--- config.mk ---
export PLATFORM = sky130hd
export DESIGN_NAME = pwm_multi
export DESIGN_NICKNAME = d
export VERILOG_FILES = /design/src/rtl/pwm_multi_pkg.sv /design/src/rtl/pwm_deadtime.sv /design/src/rtl/pwm_multi.sv
export SDC_FILE = /design/constraint.sdc
export NUM_CORES = 1
export LEC_CHECK = 0
export CAP_MARGIN = 25
export CORE_ASPECT_RATIO = 0.5
export CORE_MARGIN = 2
export CORE_UTILIZATION = 60
export DETAILED_ROUTE_END_ITERATION = 8
export PLACE_DENSITY = 0.83
export SYNTH_ARGS = -nofsm -noshare
export SYNTH_HDL_FRONTEND = slang
export SYNTH_SLANG_ARGS = --single-unit
--- constraint.sdc ---
create_clock -name clk -period 7.06 [get_ports clk]
set_clock_uncertainty 0.2 [all_clocks]
set_input_delay 1.765 -clock clk [delete_from_list [all_inputs] [get_ports clk]]
set_output_delay 1.765 -clock clk [all_outputs]
set_load 0.02 [all_outputs]
--- src/rtl/pwm_multi_pkg.sv ---
// Shared types and helpers for the multi-channel PWM block.
// Direction encoding, mode constants and dead-time counter sizing.
package pwm_multi_pkg;

  typedef enum logic {
    DIR_UP   = 1'b0,
    DIR_DOWN = 1'b1
  } dir_e;

  localparam logic MODE_EDGE   = 1'b0;
  localparam logic MODE_CENTER = 1'b1;

  function automatic int dt_cnt_width(input int dt);
    return (dt < 1) ? 1 : $clog2(dt + 1);
  endfunction

endpackage

--- src/rtl/pwm_deadtime.sv ---
// Per-channel dead-time inserter producing a complementary pair.
// Both legs stay low for DEADTIME cycles after each raw edge.
module pwm_deadtime
  import pwm_multi_pkg::*;
#(
  parameter int DEADTIME = 4
) (
  input  logic clk,
  input  logic nreset,
  input  logic raw,
  output logic p,
  output logic n
);

  localparam int CW = dt_cnt_width(DEADTIME);
  localparam logic [CW-1:0] Reload = CW'(DEADTIME - 1);
  localparam logic [CW-1:0] One = CW'(1);

  logic          prev_q, prev_d;
  logic          p_q, p_d;
  logic          n_q, n_d;
  logic [CW-1:0] cnt_q, cnt_d;

  always_ff @(posedge clk) begin
    if (!nreset) begin
      prev_q <= 1'b0;
      p_q    <= 1'b0;
      n_q    <= 1'b0;
      cnt_q  <= '0;
    end else begin
      prev_q <= prev_d;
      p_q    <= p_d;
      n_q    <= n_d;
      cnt_q  <= cnt_d;
    end
  end

  // An edge restarts the blanking window, so short pulses never escape.
  always_comb begin
    prev_d = raw;
    cnt_d  = cnt_q;
    p_d    = raw;
    n_d    = ~raw;
    if ((raw != prev_q) && (DEADTIME > 0)) begin
      cnt_d = Reload;
      p_d   = 1'b0;
      n_d   = 1'b0;
    end else if (cnt_q != '0) begin
      cnt_d = cnt_q - One;
      p_d   = 1'b0;
      n_d   = 1'b0;
    end
  end

  assign p = p_q;
  assign n = n_q;

endmodule

--- src/rtl/pwm_multi.sv ---
// Multi-channel PWM with a shared frame counter and double-buffered config.
// Define PWM_MULTI_DEADTIME_EN for complementary outputs with dead time.
module pwm_multi
  import pwm_multi_pkg::*;
#(
  parameter int WIDTH    = 16,
  parameter int CHANNELS = 4,
  parameter int DEADTIME = 4
) (
  input  logic                      clk,
  input  logic                      nreset,
  input  logic                      load,
  input  logic [WIDTH-1:0]          period,
  input  logic [CHANNELS*WIDTH-1:0] duty,
  input  logic                      center,
  output logic [CHANNELS-1:0]       out,
`ifdef PWM_MULTI_DEADTIME_EN
  output logic [CHANNELS-1:0]       out_n,
`endif
  output logic                      frame_end
);

  localparam logic [WIDTH-1:0] One = WIDTH'(1);
  localparam logic [WIDTH-1:0] Two = WIDTH'(2);

  logic [WIDTH-1:0]          cnt_q, cnt_d;
  dir_e                      dir_q, dir_d;
  logic [WIDTH-1:0]          per_a_q, per_a_d;
  logic [CHANNELS*WIDTH-1:0] duty_a_q, duty_a_d;
  logic                      ctr_a_q, ctr_a_d;
  logic [WIDTH-1:0]          per_s_q, per_s_d;
  logic [CHANNELS*WIDTH-1:0] duty_s_q, duty_s_d;
  logic                      ctr_s_q, ctr_s_d;
  logic                      pend_q, pend_d;
  logic [CHANNELS-1:0]       cmp_q, cmp_d;
  logic                      fe_q, fe_d;

  logic             idle;
  logic             edge_run;
  logic             ctr_up;
  logic             ctr_dn;
  logic             last;
  logic             pend_eff;
  logic             xfer;
  logic [WIDTH-1:0] per_m1;

  always_ff @(posedge clk) begin
    if (!nreset) begin
      cnt_q    <= '0;
      dir_q    <= DIR_UP;
      per_a_q  <= '0;
      duty_a_q <= '0;
      ctr_a_q  <= MODE_EDGE;
      per_s_q  <= '0;
      duty_s_q <= '0;
      ctr_s_q  <= MODE_EDGE;
      pend_q   <= 1'b0;
      cmp_q    <= '0;
      fe_q     <= 1'b0;
    end else begin
      cnt_q    <= cnt_d;
      dir_q    <= dir_d;
      per_a_q  <= per_a_d;
      duty_a_q <= duty_a_d;
      ctr_a_q  <= ctr_a_d;
      per_s_q  <= per_s_d;
      duty_s_q <= duty_s_d;
      ctr_s_q  <= ctr_s_d;
      pend_q   <= pend_d;
      cmp_q    <= cmp_d;
      fe_q     <= fe_d;
    end
  end

  // Center mode needs at least two counts; otherwise it runs as edge mode.
  assign idle     = (per_a_q == '0);
  assign per_m1   = per_a_q - One;
  assign edge_run = !idle &&
                    ((ctr_a_q == MODE_EDGE) || (per_a_q < Two));
  assign ctr_up   = !idle && !edge_run && (dir_q == DIR_UP);
  assign ctr_dn   = !idle && !edge_run && (dir_q == DIR_DOWN);

  always_comb begin
    cnt_d = cnt_q;
    dir_d = dir_q;
    last  = 1'b0;
    unique case (1'b1)
      idle: begin
        cnt_d = '0;
        dir_d = DIR_UP;
      end
      edge_run: begin
        dir_d = DIR_UP;
        if (cnt_q >= per_m1) begin
          last  = 1'b1;
          cnt_d = '0;
        end else begin
          cnt_d = cnt_q + One;
        end
      end
      ctr_up: begin
        if (cnt_q >= per_m1) begin
          if (per_m1 == One) begin
            last  = 1'b1;
            cnt_d = '0;
          end else begin
            dir_d = DIR_DOWN;
            cnt_d = cnt_q - One;
          end
        end else begin
          cnt_d = cnt_q + One;
        end
      end
      ctr_dn: begin
        if (cnt_q <= One) begin
          last  = 1'b1;
          cnt_d = '0;
          dir_d = DIR_UP;
        end else begin
          cnt_d = cnt_q - One;
        end
      end
      default: ;
    endcase

    // A load on the transfer edge bypasses the shadow straight to active.
    pend_eff = pend_q | load;
    xfer     = pend_eff & (last | idle);
    per_s_d  = load ? period : per_s_q;
    duty_s_d = load ? duty : duty_s_q;
    ctr_s_d  = load ? center : ctr_s_q;
    per_a_d  = per_a_q;
    duty_a_d = duty_a_q;
    ctr_a_d  = ctr_a_q;
    pend_d   = pend_eff;
    if (xfer) begin
      per_a_d  = per_s_d;
      duty_a_d = duty_s_d;
      ctr_a_d  = ctr_s_d;
      pend_d   = 1'b0;
      cnt_d    = '0;
      dir_d    = DIR_UP;
    end
  end

  always_comb begin
    cmp_d = '0;
    for (int i = 0; i < CHANNELS; i++) begin
      cmp_d[i] = !idle &&
                 (cnt_q < duty_a_q[i*WIDTH +: WIDTH]);
    end
    fe_d = last;
  end

  assign frame_end = fe_q;

`ifdef PWM_MULTI_DEADTIME_EN
  for (genvar g = 0; g < CHANNELS; g++) begin : g_dt
    pwm_deadtime #(
      .DEADTIME(DEADTIME)
    ) u_dt (
      .clk   (clk),
      .nreset(nreset),
      .raw   (cmp_q[g]),
      .p     (out[g]),
      .n     (out_n[g])
    );
  end
`else
  assign out = cmp_q;
  if (DEADTIME < 0) begin : g_dt_unused
  end
`endif

endmodule

# Word-level counts from Yosys, hierarchy flattened
# Index checks and enable logic that the tools add are counted.
# totals
output_inout_bits	5
word_cells	65
register_bits	185
# op_classes
order_cmp	7
addsub	3
n_eq_ne	4
reduce_logical	17
muxes	17
bitwise_logic	6
# ops
op	count
$mux W16	5
$lt A16 B16 Y1	4
$mux W64	1
$pmux W16 S4	1
$sub A16 B1 Y16 const B	2
$add A16 B1 Y16 const B	1
$eq A16 B1 Y1 const B	1
$ge A16 B16 Y1	1
$le A16 B1 Y1 const B	1
$logic_not A16 Y1	1
$lt A16 B2 Y1 const B	1
$logic_and A1 B1 Y1	8
$mux W1	8
$pmux W1 S3	2
$ne A2 B1 Y1 const B	2
$reduce_and A4 Y1	1
$reduce_bool A4 Y1	1
$reduce_or A2 Y1	2
$not A1 Y1	3
$reduce_bool A3 Y1	1
$logic_not A1 Y1	2
$ne A2 B2 Y1 const B	1
$or A1 B1 Y1	2
$and A1 B1 Y1	1
$logic_or A1 B1 Y1	1

# Longest topological paths before layout
# Gate-level depths: netlist of the first run.
# logic_depth
depth_word	10
ltp_mapped	18

# Worst setup path before layout of the first run
# No wires, ideal clock.
# synth_timing
path_kind	reg2reg
startpoint	reg per_a_q[0]
endpoint	reg cnt_q[10]
stages_incl_launch_ff	17
path_slack_ns	3.360
required_time_ns	6.734
t_arrival_ns	3.374
synth_period_minus_slack_ns	3.700
cell_sequence	dfxtp_1 -> inv_1 -> ha_1 -> or3b_2 -> clkbuf_1 -> nor4_1 -> xnor2_1 -> ha_1 -> nand2_1 -> o21ai_0 -> a2111oi_0 -> o31ai_1 -> o21bai_1 -> clkbuf_1 -> o21ai_0 -> a21oi_1 -> nor3_2
# synth_between
elab_chain_cells	10
word_cells_on_any_way	24
cone_classes	add/sub (1); order compare (2); eq/ne (1); mux (8); bitwise (2); reduce/logical (10)
# synth_rtl
item	line	rtl
start, declared	pwm_multi.sv:28	logic [WIDTH-1:0] per_a_q, per_a_d;
start signal, assigned	pwm_multi.sv:63	per_a_q <= per_a_d;
branches (longest 10 deep; another with $sub A16 B1 Y16)	n/a	
end signal, assigned	pwm_multi.sv:61	cnt_q <= cnt_d;
end, declared	pwm_multi.sv:26	logic [WIDTH-1:0] cnt_q, cnt_d;
# Parallel ways; which one is timed is not known.
# A chain may end at the register's enable or synchronous reset.

# Worst setup path after layout of the first run
# layout_timing
startpoint	reg per_a_q[4]
endpoint	reg cnt_q[7]
# The elaborated chain is that of the path after synthesis.

==> results of run 1 <==
## final cells by class
| class | instances | share of cell area [%] |
|---|---|---|
| Multi-Input combinational cell | 784 | 48.62 |
| Sequential cell | 185 | 32.66 |
| Timing Repair Buffer | 101 | 8.584 |
| Clock buffer | 17 | 3.752 |
| Tap cell | 221 | 2.438 |
| Inverter | 69 | 2.284 |
| Clock inverter | 15 | 1.666 |
## flip-flops by register name, indices dropped and copies added, names as in the netlist
name,count
frame_end,1
out,4
ctr_s_q,1
per_a_q,16
ctr_a_q,1
duty_a_q,64
cnt_q,16
pend_q,1
per_s_q,16
dir_q,1
duty_s_q,64
## power breakdown
part / leakage (uW) / switching, uW / internal [uW] / total (uW)
sequential: 0.00151 / 113 / 1190 / 1310
clock: 0.000289 / 445 / 566 / 1010
combinational: 0.00331 / 1000 / 659 / 1660
## cell usage in the layout, fill, tap and decap left out, types with 3 or more instances in the layout
| cell type | n |
|---|---|
| sky130_fd_sc_hd__mux2i_1 | 82 |
| sky130_fd_sc_hd__bufinv_16 | 3 |
| sky130_fd_sc_hd__a21oi_1 | 33 |
| sky130_fd_sc_hd__clkdlybuf4s50_1 | 86 |
| sky130_fd_sc_hd__a211oi_2 | 3 |
| sky130_fd_sc_hd__buf_4 | 15 |
| sky130_fd_sc_hd__nor3_2 | 5 |
| sky130_fd_sc_hd__xnor2_1 | 9 |
| sky130_fd_sc_hd__a311oi_1 | 4 |
| sky130_fd_sc_hd__o21ai_0 | 25 |
| sky130_fd_sc_hd__inv_6 | 5 |
| sky130_fd_sc_hd__nand2b_1 | 57 |
| sky130_fd_sc_hd__clkbuf_16 | 17 |
| sky130_fd_sc_hd__or3_1 | 10 |
| sky130_fd_sc_hd__a211oi_1 | 6 |
| sky130_fd_sc_hd__nand2_1 | 105 |
| sky130_fd_sc_hd__a31oi_1 | 3 |
| sky130_fd_sc_hd__nor2b_1 | 83 |
| sky130_fd_sc_hd__xor2_1 | 4 |
| sky130_fd_sc_hd__nand3_1 | 90 |
| sky130_fd_sc_hd__ha_1 | 81 |
| sky130_fd_sc_hd__o211ai_1 | 31 |
| sky130_fd_sc_hd__nand4_1 | 8 |
| sky130_fd_sc_hd__or4_1 | 5 |
| sky130_fd_sc_hd__nand3b_1 | 3 |
| sky130_fd_sc_hd__and3_1 | 10 |
| sky130_fd_sc_hd__inv_1 | 69 |
| sky130_fd_sc_hd__a221oi_1 | 8 |
| sky130_fd_sc_hd__nor3_1 | 18 |
| sky130_fd_sc_hd__nor4b_1 | 3 |
| sky130_fd_sc_hd__a21o_1 | 33 |
| sky130_fd_sc_hd__dfxtp_1 | 185 |
| sky130_fd_sc_hd__nor3b_1 | 3 |
| sky130_fd_sc_hd__nor4_1 | 9 |
| sky130_fd_sc_hd__clkinvlp_4 | 4 |
| sky130_fd_sc_hd__nor2_1 | 25 |
## kinds of logic (layout without fill, tap and decap cells)
family / count (synthesis) / after routing / share of synthesized area, %
and+or+nand+nor: 443 / 443 / 24.37
buffers and inverters: 136 / 202 / 5.990
muxes: 82 / 82 / 8.378
AOI/OAI and AO/OA: 165 / 165 / 11.95
xor gates and xnor gates: 13 / 13 / 1.162
adders and majority gates: 81 / 81 / 10.34
DFF: 185 / 185 / 37.80
## stage by stage
step / area, sq um / cells / hold slack, ns
2_1_floorplan: 9797 / 1105 / 0.2340
3_3_place_gp: 10720 / 1359 / 0.2440
3_5_place_dp: 10730 / 1360 / 0.2452
4_1_cts: 11340 / 1392 / 0.2562
5_1_grt: 11340 / 1392 / 0.2689
6_report: 11340 / 1392 / 0.2540
## path summary, 6_finish.rpt
| path | from | end | cells past startpoint |
|---|---|---|---|
| setup / recovery | per_a_q[4] | cnt_q[7] | 15 |
| hold / removal | duty_a_q[12] | duty_a_q[12] | 2 |
| setup reg to reg | per_a_q[4] | cnt_q[7] | 15 |
| hold reg to reg | duty_a_q[12] | duty_a_q[12] | 2 |
## tightest hold or removal path: stages (launching register included)
cell,delay [ns]
sky130_fd_sc_hd__dfxtp_1,0.31
sky130_fd_sc_hd__nand3_1,0.06
sky130_fd_sc_hd__nand2_1,0.05
## metal layers
| layer | up-vias | part of all wire, % | global-route usage (%) |
|---|---|---|---|
| met4 | 0 | 1.8 | 8.466 |
| met2 | 276 | 44 | 42.89 |
| met5 | - | 0 | 0 |
| met3 | 41 | 7.8 | 5.823 |
| met1 | 3723 | 46 | 36.30 |
| li1 | 3945 | - | - |
==> impl_metrics.json, run 1 <==
{
  "post_synthesis_async_set_or_reset_flop_share_pct": 0,
  "post_layout_worst_setup_margin_ns": 2.053,
  "numPortBuffers": 88,
  "clock_transition_at_path_regs_ns": 0.08,
  "max-clock-path-buffers": 2,
  "seq_area_frac_synth_pct": 37.80,
  "series_of_cell_instances_along_the_critical_path": "or4_1, nor2_1, nand2_1, xor2_1, ha_1, a21oi_1, o21ai_0, a2111oi_0, o31ai_1, o32a_1, buf_4, o21ai_4, buf_4, nand2b_4, a311oi_1",
  "period_needed_ns": 5.007,
  "worstHoldPathType": "reg2reg",
  "synth_cells": 1105,
  "drt-vias-per-instance": 5.736,
  "cts-htree-levels": 4,
  "cts_made_buffers": 17,
  "die-height_um": 94.36,
  "initial_core_util_pct": 62.42,
  "synth_commonest_cells": "sky130_fd_sc_hd__dfxtp_1, sky130_fd_sc_hd__nand2_1, sky130_fd_sc_hd__nand3_1",
  "routed_wire_length_per_instance_um": 15.98,
  "tritoncts": "built",
  "yosys_warnings": 0,
  "final-seq-area_sq_mm": 0.003704,
  "run_status": "complete, no violations",
  "drtAntennaViolNets": 0,
  "flow.area_growth_from_synthesis_pct": 15.75,
  "num_vias": 7985,
  "post_route_cells_drive_above_1_share_pct": 5.380,
  "timing_hold_violations_final": 0,
  "final.period_utilization_pct": 70.92,
  "cpPeakStageDelay_ns": 0.74,
  "route.detailed.drc": 0,
  "crit_top_cell": "sky130_fd_sc_hd__buf_4",
  "io_pins": 89,
  "finalSetupViolations": 0,
  "setup_repair_after_global_routing_missed_its_margin": "false",
  "multi_input_area_sq_mm": 0.005513,
  "powerDensity_mw_per_mm2": 350.9,
  "maximum_number_of_pins_on_one_net_before_global_route_repair": 85,
  "setup-tns-final_ns": 0,
  "preCtsSetupSlack_ns": 2.178,
  "design.core.area_sq_mm": 0.01570,
  "post_cts_buffers": 0,
  "die_outline_area_sq_mm": 0.01743,
  "fp-row-count": 32,
  "synth_area_leader_cell": "sky130_fd_sc_hd__dfxtp_1",
  "worst_slew_margin_rel_pct": 35.10,
  "globalRoute.totalOverflow": 0,
  "synth.top_cells.by_area": "sky130_fd_sc_hd__dfxtp_1, sky130_fd_sc_hd__ha_1, sky130_fd_sc_hd__mux2i_1",
  "critPathCaptureType": "flip-flop",
  "worstSkewPairLatency_ns": 0.44,
  "synth_enable_flop_cells": 0,
  "finalMaxSlewViolations": 0,
  "grt_antenna_before_repair": 1,
  "avg_synthesized_cell_area_sq_um": 8.866,
  "worst_path_dominant_cell_family": "compound AO/OA/AOI/OAI gates",
  "detailedRoute.firstPassIterationCount": 5,
  "worstMarginPinSlew_ns": 0.9711,
  "detail_route.iter0.violations": 692,
  "regToRegSetupSlack_ns": 2.05,
  "cp-start-kind": "flip-flop",
  "synth.cell_area_sq_mm": 0.009797,
  "post-layout-total-power_uw": 3979,
  "synth.distinct_cells": 58,
  "antenna_cells": 0,
  "cp.required_ns": 7.21,
  "grt_pass1_wl_um": 36910,
  "crit_buf_inv": 2,
  "fillerInstances": 1210,
  "hold_buffers": 0,
  "tot_gr_track_use_pct": 26.74,
  "via_count_of_the_first_global_routing_pass": 7687,
  "critical_path.max_fanout": 60,
  "setup.worst_path.class": "reg2reg",
  "postSynthNetCount": 1270,
  "total_leakage_power_uw": 0.005116,
  "timing.max_cap.violations": 0,
  "layout.core_utilization_pct": 72.25,
  "ys.flop_type": "sky130_fd_sc_hd__dfxtp_1",
  "design.final.nets": 1323,
  "synth_most_common_cell": "sky130_fd_sc_hd__dfxtp_1",
  "crit_path_top_delay_cell": "sky130_fd_sc_hd__or4_1",
  "place.gp.congestion": 0.8579,
  "detailedPlacementHpwl_um": 15010,
  "synth.ff_latch_count": 185,
  "max_freq_ghz": 0.1997,
  "critPathArrivalTime_ns": 5.16,
  "max-vdd-ir-drop_mv": 0.2417,
  "routed_wl_um": 22250,
  "clock_root_buffer": "sky130_fd_sc_hd__clkbuf_16",
  "synthDominantCellAreaShare_pct": 37.80,
  "post_cts.resized_instances": 0,
  "dieWidth_um": 184.7,
  "clkSinkCount": 185
}
No activity file was read; power rests on OpenSTA's default activity.
==> run 2: changes to the inputs <==
--- a/config.mk
+++ b/config.mk
@@ -8,9 +8,9 @@
 export CAP_MARGIN = 25
 export CORE_ASPECT_RATIO = 0.5
 export CORE_MARGIN = 2
-export CORE_UTILIZATION = 60
+export CORE_UTILIZATION = 58
 export DETAILED_ROUTE_END_ITERATION = 8
-export PLACE_DENSITY = 0.83
+export PLACE_DENSITY = 0.8
 export SYNTH_ARGS = -nofsm -noshare
 export SYNTH_HDL_FRONTEND = slang
 export SYNTH_SLANG_ARGS = --single-unit
==> constraint.sdc (replaced) <==
create_clock -name clk -period 4.8 [get_ports clk]
set_clock_uncertainty 0.2 [all_clocks]
set_input_delay 1.2 -clock clk [delete_from_list [all_inputs] [get_ports clk]]
set_output_delay 1.2 -clock clk [all_outputs]
set_load 0.02 [all_outputs]
==> run 2 against run 1 <==
- core utilization shrank 2.6 points
- clock power rose by 47%
- register-to-register slack got worse by 1.7 ns
- cell count rose by 1.1%
- setup slack worse by 1.7 ns
- total power grew 48%
- sequential power rose by 45%
- critical path depth shrank 2
- critical endpoint is now cnt_q[5]
==> impl_metrics.json, run 2 (synthesis gave the netlist of run 1 again) <==
{
  "run_status": "complete, no violations",
  "route.detailed.drc": 0,
  "period_needed_ns": 4.443,
  "detailedPlacementHpwl_um": 15490,
  "grt_antenna_before_repair": 0,
  "largest_registers": "duty_a_q (64), duty_s_q (64)",
  "rr_startpoint": "per_a_q[4]",
  "max_freq_ghz": 0.2251,
  "timing.reg2reg.worst_path_depth": 13,
  "tritoncts": "built",
  "post_cts.resized_instances": 0,
  "finalSetupViolations": 0,
  "globalRouteMet2Util_pct": 42.59,
  "cpPeakStageDelay_ns": 0.74,
  "worstHoldPathType": "reg2reg",
  "clock_transition_at_path_regs_ns": 0.07,
  "crit_path_top_delay_cell": "sky130_fd_sc_hd__or4_1",
  "routed_wl_um": 22750,
  "max-clock-path-buffers": 2,
  "die-height_um": 95.90,
  "final.period_utilization_pct": 92.57,
  "place.gp.congestion": 0.9024,
  "worstMarginPinSlew_ns": 0.9442,
  "post_route_cells_drive_above_1_share_pct": 6.102,
  "critPathCaptureType": "flip-flop",
  "total_leakage_power_uw": 0.005194,
  "detailedRoute.firstPassIterationCount": 5,
  "preCtsSetupSlack_ns": 0.4461,
  "regToRegSetupSlack_ns": 0.36,
  "numPortBuffers": 88,
  "final_common_cell": "sky130_fd_sc_hd__dfxtp_1",
  "cts-htree-levels": 4,
  "setup.worst_path.class": "reg2reg",
  "fp-row-count": 33,
  "timing_hold_violations_final": 0,
  "clkSinkCount": 185,
  "antenna_cells": 0,
  "worst_slew_margin_rel_pct": 36.81,
  "post_layout_worst_setup_margin_ns": 0.3567,
  "drt-vias-per-instance": 5.654,
  "flow.area_growth_from_synthesis_pct": 16.90,
  "post_cts_buffers": 0,
  "powerDensity_mw_per_mm2": 515.1,
  "global_route.usage.met1_pct": 35.14,
  "dieWidth_um": 187.8,
  "most_used_routing_layer_in_global_routing": "met2",
  "grt_pass1_wl_um": 37420,
  "fillerInstances": 1378,
  "setup_repair_after_global_routing_missed_its_margin": "false",
  "setup-tns-final_ns": 0,
  "design.final.nets": 1333,
  "gr-usage-met3_pct": 4.995,
  "whs_path_depth": 2,
  "max-vdd-ir-drop_mv": 0.4309,
  "routed_wire_length_per_instance_um": 16.17,
  "timing.max_cap.violations": 0,
  "initial_core_util_pct": 59.62,
  "via_count_of_the_first_global_routing_pass": 7632,
  "io_pins": 89,
  "globalRoute.totalOverflow": 0,
  "whs_endpoint": "duty_a_q[38]",
  "hold_buffers": 0,
  "design.core.area_sq_mm": 0.01643,
  "crit-reg2reg-capture": "cnt_q[5]",
  "series_of_cell_instances_along_the_critical_path": "or4_1, nor2_1, nand2_1, xor2_1, ha_1, a21oi_1, o21ai_0, a2111oi_0, o31ai_1, o32a_1, o21ai_4, nand2b_4, a311oi_1",
  "cts_made_buffers": 17,
  "layout_common_cells": "sky130_fd_sc_hd__dfxtp_1, sky130_fd_sc_hd__nand2_1, sky130_fd_sc_hd__nand3_1",
  "drtAntennaViolNets": 0,
  "detail_route.iter0.violations": 517,
  "finish.instance_area_sq_mm": 0.01145,
  "tot_gr_track_use_pct": 26.00,
  "hold_path.startpoint": "duty_a_q[38]",
  "critPathArrivalTime_ns": 4.58,
  "num_vias": 7955,
  "post_dp_cell_area_sq_mm": 0.01084,
  "critical_path.max_fanout": 39,
  "cp-start-kind": "flip-flop",
  "finalMaxSlewViolations": 0,
  "worstSkewPairLatency_ns": 0.43,
  "cp.required_ns": 4.94,
  "maximum_number_of_pins_on_one_net_before_global_route_repair": 165,
  "clock_root_buffer": "sky130_fd_sc_hd__clkbuf_16",
  "die_outline_area_sq_mm": 0.01801
}
## run 2: cell types whose count changed in the layout (fill, tap and decap cells not counted)
cell,previous run,this run
sky130_fd_sc_hd__buf_4,15,22
sky130_fd_sc_hd__clkinvlp_4,4,1
sky130_fd_sc_hd__clkinv_2,1,3
sky130_fd_sc_hd__clkbuf_8,0,1
sky130_fd_sc_hd__buf_12,0,3
sky130_fd_sc_hd__inv_6,5,4
## run 2: area by class of cell
type	count	area, sq um	share of cell area [%]
Clock inverter	13	167.7	1.464
Clock buffer	18	439.2	3.835
Timing Repair Buffer	111	1086	9.483
Inverter	69	259.0	2.262
Multi-Input combinational cell	784	5513	48.14
Tap cell	227	284.0	2.480
Sequential cell	185	3704	32.34
## run 2: power by group
part           switching [uW]  total [uW]  internal [uW]
Sequential                145        1900           1760
Combinational            1490        2520           1040
Clock                     637        1480            840
Total                    2270        5900           3630
## run 2: worst max path at each step
| stage | startpoint | end | slack, ns | cells past startpoint |
|---|---|---|---|---|
| after floorplan | per_a_q[0] | cnt_q[10] | 1.10 | 16 |
| after global placement | per_a_q[8] | cnt_q[5] | 0.48 | 12 |
| final | per_a_q[4] | cnt_q[5] | 0.36 | 13 |
| after global routing | per_a_q[4] | cnt_q[5] | 0.03 | 13 |
| after CTS | per_a_q[4] | cnt_q[7] | 0.42 | 13 |
| after detailed placement | per_a_q[4] | cnt_q[7] | 0.45 | 13 |
## run 2: worst max-delay path, delay by kind of cell, from the launching register on
kind | cells | cell delay (ns)
adders and majority gates | 1 | 0.32
and+or+nand+nor | 4 | 1.37
AOI/OAI and AO/OA | 7 | 1.87
DFF | 1 | 0.41
xor gates and xnor gates | 1 | 0.18
## run 2: metal layers
metal	vias up	routed length, um
li1	3967	-
met1	3697	10750
met2	247	10050
met3	44	1501
met4	0	450
met5	-	0
## run 2: stage by stage
step	hold slack (ns)	power (uW)	std cells	utilization [%]
floorplan	0.2340	3868	1105	-
global placement	0.2437	4307	1375	65.95
detailed placement	0.2448	4389	1375	65.95
CTS	0.2582	5880	1406	69.64
global route	0.2690	6265	1407	69.69
finish	0.2558	5899	1407	69.69
